--- src/rtl/ahbl_cache_bridge_pkg.sv ---
// ahbl_cache_bridge_pkg
//   Shared definitions for the AHB-Lite to cache bridge: controller state
//   encoding and the AHB HTRANS/HSIZE codes the bridge decodes.
package ahbl_cache_bridge_pkg;

  typedef enum logic [2:0] {
    IDLE,
    RD_ISSUE,
    RD_WAIT,
    WR_ISSUE,
    WR_WAIT_HI,
    WR_WAIT_LO,
    ERR1,
    ERR2
  } state_t;

  localparam logic [1:0] HTRANS_NONSEQ = 2'b10;
  localparam logic [1:0] HTRANS_SEQ    = 2'b11;

  localparam logic [2:0] HSIZE_BYTE = 3'd0;
  localparam logic [2:0] HSIZE_HALF = 3'd1;
  localparam logic [2:0] HSIZE_WORD = 3'd2;

endpackage

--- src/rtl/ahbl_strb_gen.sv ---
// ahbl_strb_gen
//   Combinational byte-lane mask and alignment check for one AHB transfer.
//   Ports:
//     hsize      in  3  transfer size (0 byte, 1 half, 2 word)
//     addr       in  2  low byte-address bits
//     mask       out 4  byte enables for the addressed lanes
//     misaligned out 1  transfer not naturally aligned, or size unsupported
module ahbl_strb_gen
  import ahbl_cache_bridge_pkg::*;
(
  input  logic [2:0] hsize,
  input  logic [1:0] addr,
  output logic [3:0] mask,
  output logic       misaligned
);

  always_comb begin
    mask       = '0;
    misaligned = 1'b0;
    case (hsize)
      HSIZE_BYTE: mask = 4'b0001 << addr;
      HSIZE_HALF: begin
        mask       = 4'b0011 << addr;
        misaligned = addr[0];
      end
      HSIZE_WORD: begin
        mask       = '1;
        misaligned = (addr != 2'b00);
      end
      default:    misaligned = 1'b1;
    endcase
  end

endmodule

--- src/rtl/ahbl_cache_bridge.sv ---
// ahbl_cache_bridge
//   AHB-Lite slave turning each bus transfer into one request on the
//   write-back cache's single-word request/busy interface.
//   Ports:
//     clk, rst_x          clock, asynchronous active-low reset
//     hsel, htrans, hwrite, hsize, haddr, hwdata, hready   AHB-Lite inputs
//     hreadyout, hresp, hrdata                             AHB-Lite outputs
//     c_rd_en             read request, held until the cache drops c_busy
//     c_wr_en             write request, single-cycle pulse
//     c_addr              cache address (word or byte form, see WORD_ADDR)
//     c_wdata, c_mask     write data on AHB byte lanes, byte enables
//     c_rdata, c_busy     cache read data and busy flag
module ahbl_cache_bridge
  import ahbl_cache_bridge_pkg::*;
#(
  parameter int unsigned W_ADDR    = 32,
  parameter bit          WORD_ADDR = 1'b1
) (
  input  logic              clk,
  input  logic              rst_x,
  input  logic              hsel,
  input  logic [1:0]        htrans,
  input  logic              hwrite,
  input  logic [2:0]        hsize,
  input  logic [W_ADDR-1:0] haddr,
  input  logic [31:0]       hwdata,
  input  logic              hready,
  output logic              hreadyout,
  output logic              hresp,
  output logic [31:0]       hrdata,
  output logic              c_rd_en,
  output logic              c_wr_en,
  output logic [31:0]       c_addr,
  output logic [31:0]       c_wdata,
  output logic [3:0]        c_mask,
  input  logic [31:0]       c_rdata,
  input  logic              c_busy
);

  state_t      r_state;
  state_t      w_next;
  state_t      w_issue;
  logic [31:0] w_haddr32;
  logic [31:0] w_caddr;
  logic [3:0]  w_mask;
  logic        w_misaligned;
  logic        w_accept;
  logic [31:0] r_addr;
  logic [31:0] r_wdata;
  logic [31:0] r_hrdata;
  logic [3:0]  r_mask;

  assign w_haddr32 = 32'(haddr);
  assign w_caddr   = WORD_ADDR ? {2'b00, w_haddr32[31:2]} : {w_haddr32[31:2], 2'b00};

  // ERR2 already shows hreadyout=1, so an address phase there is a real one.
  assign w_accept = ((r_state == IDLE) || (r_state == ERR2)) && hsel && hready &&
                    ((htrans == HTRANS_NONSEQ) || (htrans == HTRANS_SEQ));

  ahbl_strb_gen u_strb (
    .hsize      (hsize),
    .addr       (w_haddr32[1:0]),
    .mask       (w_mask),
    .misaligned (w_misaligned)
  );

  always_ff @(posedge clk or negedge rst_x) begin
    if (!rst_x) r_state <= IDLE;
    else        r_state <= w_next;
  end

  always_ff @(posedge clk or negedge rst_x) begin
    if (!rst_x) begin
      r_addr   <= '0;
      r_mask   <= '0;
      r_wdata  <= '0;
      r_hrdata <= '0;
    end else begin
      if (w_accept && !w_misaligned) begin
        r_addr <= w_caddr;
        r_mask <= hwrite ? w_mask : '1;
      end
      if (r_state == WR_ISSUE)           r_wdata  <= hwdata;
      if (r_state == RD_WAIT && !c_busy) r_hrdata <= c_rdata;
    end
  end

  always_comb begin
    w_issue = IDLE;
    if (w_accept) w_issue = w_misaligned ? ERR1 : (hwrite ? WR_ISSUE : RD_ISSUE);
  end

  always_comb begin
    w_next    = r_state;
    hreadyout = 1'b1;
    hresp     = 1'b0;
    c_rd_en   = 1'b0;
    c_wr_en   = 1'b0;
    case (r_state)
      IDLE:     w_next = w_issue;
      RD_ISSUE: begin
        c_rd_en   = 1'b1;
        hreadyout = 1'b0;
        w_next    = RD_WAIT;
      end
      RD_WAIT: begin
        c_rd_en   = 1'b1;
        hreadyout = 1'b0;
        if (!c_busy) w_next = IDLE;
      end
      WR_ISSUE: begin
        c_wr_en   = 1'b1;
        hreadyout = 1'b0;
        w_next    = WR_WAIT_HI;
      end
      WR_WAIT_HI: begin
        hreadyout = 1'b0;
        if (c_busy) w_next = WR_WAIT_LO;
      end
      WR_WAIT_LO: begin
        hreadyout = 1'b0;
        if (!c_busy) w_next = IDLE;
      end
      ERR1: begin
        hreadyout = 1'b0;
        hresp     = 1'b1;
        w_next    = ERR2;
      end
      ERR2: begin
        hresp  = 1'b1;
        w_next = w_issue;
      end
      default: w_next = IDLE;
    endcase
  end

  // hwdata is only valid in the data phase, which is the WR_ISSUE cycle
  // itself, so the pulse cycle forwards it directly; the register then holds it.
  assign c_wdata = (r_state == WR_ISSUE) ? hwdata : r_wdata;
  assign c_addr  = r_addr;
  assign c_mask  = r_mask;
  assign hrdata  = r_hrdata;

endmodule

--- config.mk ---
export PLATFORM = sky130hd
export DESIGN_NAME = ahbl_cache_bridge
export DESIGN_NICKNAME = d
export VERILOG_FILES = /design/src/rtl/ahbl_cache_bridge_pkg.sv /design/src/rtl/ahbl_strb_gen.sv /design/src/rtl/ahbl_cache_bridge.sv
export SDC_FILE = /design/constraint.sdc
export NUM_CORES = 1
export LEC_CHECK = 0
export BUFFER_PORTS_ARGS = -buffer_cell sky130_fd_sc_hd__buf_2
export CELL_PAD_IN_SITES_DETAIL_PLACEMENT = 1
export CELL_PAD_IN_SITES_GLOBAL_PLACEMENT = 1
export CORE_AREA = 2 2 114 116
export CTS_CLUSTER_SIZE = 24
export DETAILED_ROUTE_END_ITERATION = 16
export DIE_AREA = 0 0 116 118
export GPL_TIMING_DRIVEN = 1
export PLACE_DENSITY_LB_ADDON = 0.1
export REMOVE_ABC_BUFFERS = 1
export SLEW_MARGIN = 0
export SYNTH_ARGS = -nofsm -noshare
export SYNTH_HDL_FRONTEND = slang
export SYNTH_SLANG_ARGS = --single-unit
--- constraint.sdc ---
create_clock -name clk -period 2.6 [get_ports clk]
set_clock_uncertainty 0.15 [all_clocks]
set_input_delay 0.39 -clock clk [delete_from_list [all_inputs] [get_ports clk]]
set_output_delay 0.39 -clock clk [all_outputs]
set_load 0.05 [all_outputs]
==> results.tsv, run 1 <==
stage	metric	value	unit
placed_design	port_buffers	207	
route	drt_wl_total	10400	um
yosys	syn_area	0.00412	mm^2
setup_path	crit_required	2.06	ns
global_routing	gr-total-overflow	0	
sta	whs	0.115	ns
setup_path	endpoint_kind	primary output	
sta	period_share	0.910	
route	drc	0	
route	viasPerCell	4.42	
cells_and_area	n_fill_cell	1434	
global_routing	grt_pass1_wl	16500	um
sta	rsz0062_at_grt	false	
clock_network	htree_num_levels	3	
yosys	synth_seq_cells	101	
floorplan	io_pins	211	
worst_hold_path	hold_class	input port to flip-flop	
clock_network	cts.sinks	101	
sta	finalSetupTns	0	ns
clock_network	cts_root_buffer	clkbuf_16	
setup_path	path_class	flip-flop to primary output	
route	antenna_left	0	
floorplan	die_x	116	um
cells_and_area	layout_commonest_cell	buf_2	
cells_and_area	layout-drive-gt1-share	0.553	
clock_network	cts_buffer_depth	2	
cells_and_area	seq_area	0.00253	mm^2
setup_path	arrival	1.83	ns
setup_path	crit_fanout	33	
floorplan	core	0.0124	mm^2
route	wire_per_inst	14.7	um
status	status	finished, final reports clean	
global_routing	grt_pass1_vias	3228	
sta	min_period	2.37	ns
placed_design	dp_hpwl	7700	um
cells_and_area	fin_nets	641	
cells_and_area	area_delta_synth_final	36.6	%
global_routing	antenna_found_initial	0	
yosys	ys_warn_count	0	
floorplan	die_height	118	um
route	num_vias	3143	
clock_network	cts_tree	yes	
floorplan	dieArea	0.0137	mm^2
sta	setup_viol	0	
placed_design	gp_congestion	0.720	
floorplan	rows	41	
sta	slew_viol_final	0	
cells_and_area	layout.cells.most_common_list	buf_2, nand2_1, dfrtp_1	
yosys	ys_types	30	
route	drt_pre_antenna_iters	4	
clock_network	numCtsBuffers	9	
cells_and_area	n_antenna_cell	0	
floorplan	start_util	0.332	
yosys	synth_cells	324	
cells_and_area	multiInputGateArea	0.00146	mm^2
sta	fmax	0.422	GHz
job	maxCapViolCount	0	
clock_network	cts.clk_slew.worst_paths	0.06	ns
yosys	yosysSeqAreaShare	0.613	
clock_network	clkLatencyLatePin	0.33	ns
route	initialDrtViolationCount	90	
sta	hold_viol	0	
yosys	syn_area_per_cell	12.7	um^2
global_routing	grt.total_usage	0.154	
setup_path	start_kind	flip-flop	
global_routing	grt_start_max_net_pins	48	
worst max-delay path: stages (launching register included):
cell and delay (ns):
dfrtp_1 0.37, buf_4 0.17, nand3b_1 0.17, inv_1 0.08, buf_6 0.25, nand2_1 0.08, nand2_1 0.09, buf_2 0.27
cells in the mapped netlist:
cell      instances  area [um^2]
nand2_1         103          387
dfrtp_1         101         2530
mux2_2           37          417
mux2_4           29          435
a21oi_1           6         30.0
clkbuf_1          6         22.5
o21ai_0           4         20.0
buf_12            3         60.1
buf_2             3         15.0
nand2b_1          3         18.8
nand3_1           3         15.0
nor3_1            3         15.0
a211oi_1          2         15.0
buf_4             2         15.0
buf_6             2         22.5
inv_1             2         7.51
nor2_1            2         7.51
and2_1            1         6.26
and3b_1           1         8.76
buf_1             1         3.75
conb_1            1         3.75
nand3b_1          1         7.51
nor2b_1           1         6.26
o21a_1            1         7.51
o21ba_2           1         10.0
o21bai_1          1         7.51
o221ai_1          1         8.76
o31ai_1           1         7.51
or3_1             1         6.26
or3b_1            1         8.76
sequential cells by signal, summed over array words and instances (netlist names):
name / cells
r_wdata: 32
c_addr: 30
hrdata: 32
c_mask: 4
r_state: 3
area by class of cell:
class | count | area share
clock buffers | 11 | 0.0431
clock inverters | 5 | 0.00889
inverters | 2 | 0.00133
multi-input cells | 205 | 0.259
flip-flops and latches | 101 | 0.449
well taps | 172 | 0.0382
repair buffers | 215 | 0.201
path summary, 6_finish.rpt:
check | start | endpoint | slack [ns] | depth (start not counted)
worst max register to register | r_state[1] | c_addr[3] | 0.36 | 5
worst max-delay path | r_state[2] | c_wdata[21] | 0.23 | 7
worst min-delay path | hwdata[23] | r_wdata[23] | 0.12 | 3
worst min register to register | r_wdata[10] | r_wdata[10] | 0.32 | 2
max in group asynchronous | rst_x | c_addr[29] | 1.19 | 3
min in group asynchronous | rst_x | r_wdata[2] | 0.38 | 2
stage by stage:
step                       util  cell area [um^2]  instances  setup WS (ns)
after global placement    0.429              5320        694          0.409
after global routing      0.454              5630        711         0.0667
final                     0.454              5630        711          0.233
after detailed placement  0.429              5320        694          0.378
after CTS                 0.453              5630        711         0.0965
after floorplan               -              3990        308         -0.939
timing repair:
action                                  4_1_cts  5_1_grt
resized for setup                             0        1
hold endpoints to repair                     27        0
hold buffers                                  1        0
buffers inserted                              0        0
endpoints found under the setup margin        0       14
cell families (layout without fill, tap and decap cells):
logic type,Yosys count,in the layout,share of synthesized area
AOI/OAI and AO/OA,17,17,0.0258
other,1,2,0.000910
buffers and inverters,19,233,0.0355
and+or+nand+nor,120,120,0.118
DFF,101,101,0.613
muxes,66,66,0.207
routing by layer:
| metal | wire length (um) | vias up | track usage |
|---|---|---|---|
| met3 | 787 | 10 | 0.0417 |
| met5 | 0 | - | 0 |
| met2 | 5350 | 108 | 0.265 |
| li1 | - | 1484 | - |
| met4 | 133 | 0 | 0.0513 |
| met1 | 4180 | 1541 | 0.185 |
Power of run 1 is left out: the tool's default activity adds up to more than one toggle a clock period on the data nets, which glitch-free logic cannot reach.
==> run 2, diff against run 1 <==
--- a/config.mk
+++ b/config.mk
@@ -13,7 +13,7 @@
 export DETAILED_ROUTE_END_ITERATION = 16
 export DIE_AREA = 0 0 116 118
 export GPL_TIMING_DRIVEN = 1
-export PLACE_DENSITY_LB_ADDON = 0.1
+export PLACE_DENSITY = 0.89
 export REMOVE_ABC_BUFFERS = 1
 export SLEW_MARGIN = 0
 export SYNTH_ARGS = -nofsm -noshare
==> results.tsv, run 2 (synthesized netlist as in run 1, its figures left out) <==
stage	metric	value	unit	change
setup_path	crit_fanout	19		was 33
global_routing	grt_start_max_net_pins	53		was 48
sta	setup_viol	0		unchanged
placed_design	dp_hpwl	8200	um	was 7700 um
setup_path	path_common_cell	nand2_1		unchanged
clock_network	htree_num_levels	3		unchanged
sta	period_share	0.959		was 0.910
floorplan	io_pins	211		unchanged
clock_network	cts_root_buffer	clkbuf_16		unchanged
setup_path	crit_required	2.06	ns	about the same
global_routing	antenna_found_initial	0		unchanged
floorplan	die_height	118	um	unchanged
floorplan	rows	41		unchanged
sta	slew_viol_final	0		unchanged
job	maxCapViolCount	0		unchanged
cells_and_area	layout_commonest_cell	buf_2		unchanged
cells_and_area	area_delta_synth_final	39.3	%	was 36.6%
sta	whs	0.121	ns	was 0.115 ns
route	viasPerCell	4.46		was 4.42
floorplan	core	0.0124	mm^2	unchanged
global_routing	grt_pass1_vias	3408		was 3,228
route	wire_per_inst	15.0	um	was 14.7 um
placed_design	place_area	0.00533	mm^2	was 0.00532 mm^2
floorplan	die_x	116	um	unchanged
cells_and_area	fin_nets	642		was 641
route	initialDrtViolationCount	91		was 90
setup_path	arrival	1.95	ns	was 1.83 ns
global_routing	grt_pass1_wl	16700	um	was 16,500 um
route	drt_pre_antenna_iters	4		unchanged
floorplan	dieArea	0.0137	mm^2	unchanged
setup_path	worstPathBufferInverterCount	4		unchanged
route	antenna_left	0		unchanged
clock_network	numCtsBuffers	9		unchanged
setup_path	path_class	flip-flop to primary output		unchanged
global_routing	grt.total_usage	0.157		was 0.154
route	drt_wl_total	10700	um	was 10,400 um
setup_path	slowest_stage	dfrtp_1		unchanged
placed_design	place_ws	0.259	ns	was 0.378 ns
clock_network	cts_buffer_depth	2		unchanged
worst_hold_path	hold_class	input port to flip-flop		unchanged
sta	slew_headroom	0.568		
sta	min_period	2.49	ns	was 2.37 ns
cells_and_area	layout-drive-gt1-share	0.552		was 0.553
clock_network	cts.clk_slew.worst_paths	0.07	ns	was 0.06 ns
sta	hold_viol	0		unchanged
setup_path	critical-path-top-delay-family	buffers and inverters		unchanged
floorplan	start_util	0.332		unchanged
cells_and_area	layout.cells.most_common_list	buf_2, nand2_1, dfrtp_1		unchanged
cells_and_area	stdcell_area	0.00574	mm^2	was 0.00563 mm^2
cells_and_area	final_cells	712		was 711
status	status	finished, final reports clean		unchanged
route	num_vias	3172		was 3,143
cells_and_area	n_antenna_cell	0		unchanged
sta	setup_slack	0.106	ns	was 0.233 ns
setup_path	cpPeakStageDelay	0.38	ns	was 0.37 ns
setup_path	endpoint_kind	primary output		unchanged
route	drc	0		unchanged
sta	fmax	0.401	GHz	was 0.422 GHz
sta	rsz0062_at_grt	true		was false
setup_path	start_kind	flip-flop		unchanged
setup_path	crit_chain	buf_4 > nand3b_1 > inv_1 > buf_6 > nand2_1 > nand2_1 > clkbuf_4		was buf_4 > nand3b_1 > inv_1 > buf_6 > nand2_1 > nand2_1 > buf_2
cells_and_area	n_fill_cell	1401		was 1,434
placed_design	port_buffers	207		unchanged
placed_design	gp_congestion	0.754		was 0.720
clock_network	post_cts_buffers	0		unchanged
clock_network	cts_tree	yes		unchanged
sta	tightest_slew	0.648	ns	
clock_network	clkLatencyLatePin	0.34	ns	was 0.33 ns
placed_design	dp.cells	695		was 694
global_routing	gr-total-overflow	0		unchanged
clock_network	cts.sinks	101		unchanged
run 2: changes by cell type in the layout (fill, tap and decap cells not counted), sizes merged:
cell,change
clkinvlp,+1
clkinv,-4
clkbuf,+26
buf,-23
bufinv,+1
run 2: final cells by class:
type                       instances  area [um^2]  area share
multi-input combinational        205         1460       0.254
sequential                       101         2530       0.440
clock buffer                      13          260      0.0453
inverter                           2         7.51     0.00131
timing repair buffer             216         1210       0.210
tap                              172          215      0.0375
clock inverter                     3         67.6      0.0118
run 2: tightest hold or removal path, cell delays in order:
cell	delay, ns
buf_2	0.08
nand2_1	0.04
nand2_1	0.07
run 2: per-stage QoR:
| stage | setup TNS (ns) | utilization |
|---|---|---|
| after floorplan | -74.64 | - |
| after global placement | 0 | 0.429 |
| after detailed placement | 0 | 0.429 |
| after CTS | 0 | 0.457 |
| after global routing | -0.0123 | 0.463 |
| final | 0 | 0.463 |
run 2: path summary, 6_finish.rpt:
path / from / end / slack [ns] / cells past startpoint
setup / recovery: r_state[2] / c_wdata[26] / 0.11 / 7
hold / removal: hwdata[23] / r_wdata[23] / 0.12 / 3
max in group asynchronous: rst_x / hrdata[14] / 1.09 / 3
setup reg to reg: r_state[1] / c_addr[13] / 0.23 / 5
min in group asynchronous: rst_x / hrdata[11] / 0.46 / 2
hold reg to reg: r_wdata[29] / r_wdata[29] / 0.33 / 2
run 2: what timing repair did:
item | in CTS | in global routing
gates resized for setup | 0 | 30
hold buffers | 1 | 0
endpoints found under the hold margin | 49 | 0
endpoints found under the setup margin | 0 | 26
run 2: metal layers:
layer  up-vias  GRT usage  wire length, um
met5         -          0                0
met1      1537      0.175             4170
met4         0     0.0632              227
met3        17     0.0417              772
met2       132      0.280             5490
li1       1486          -                -
Power of run 2 is left out for the same reason.
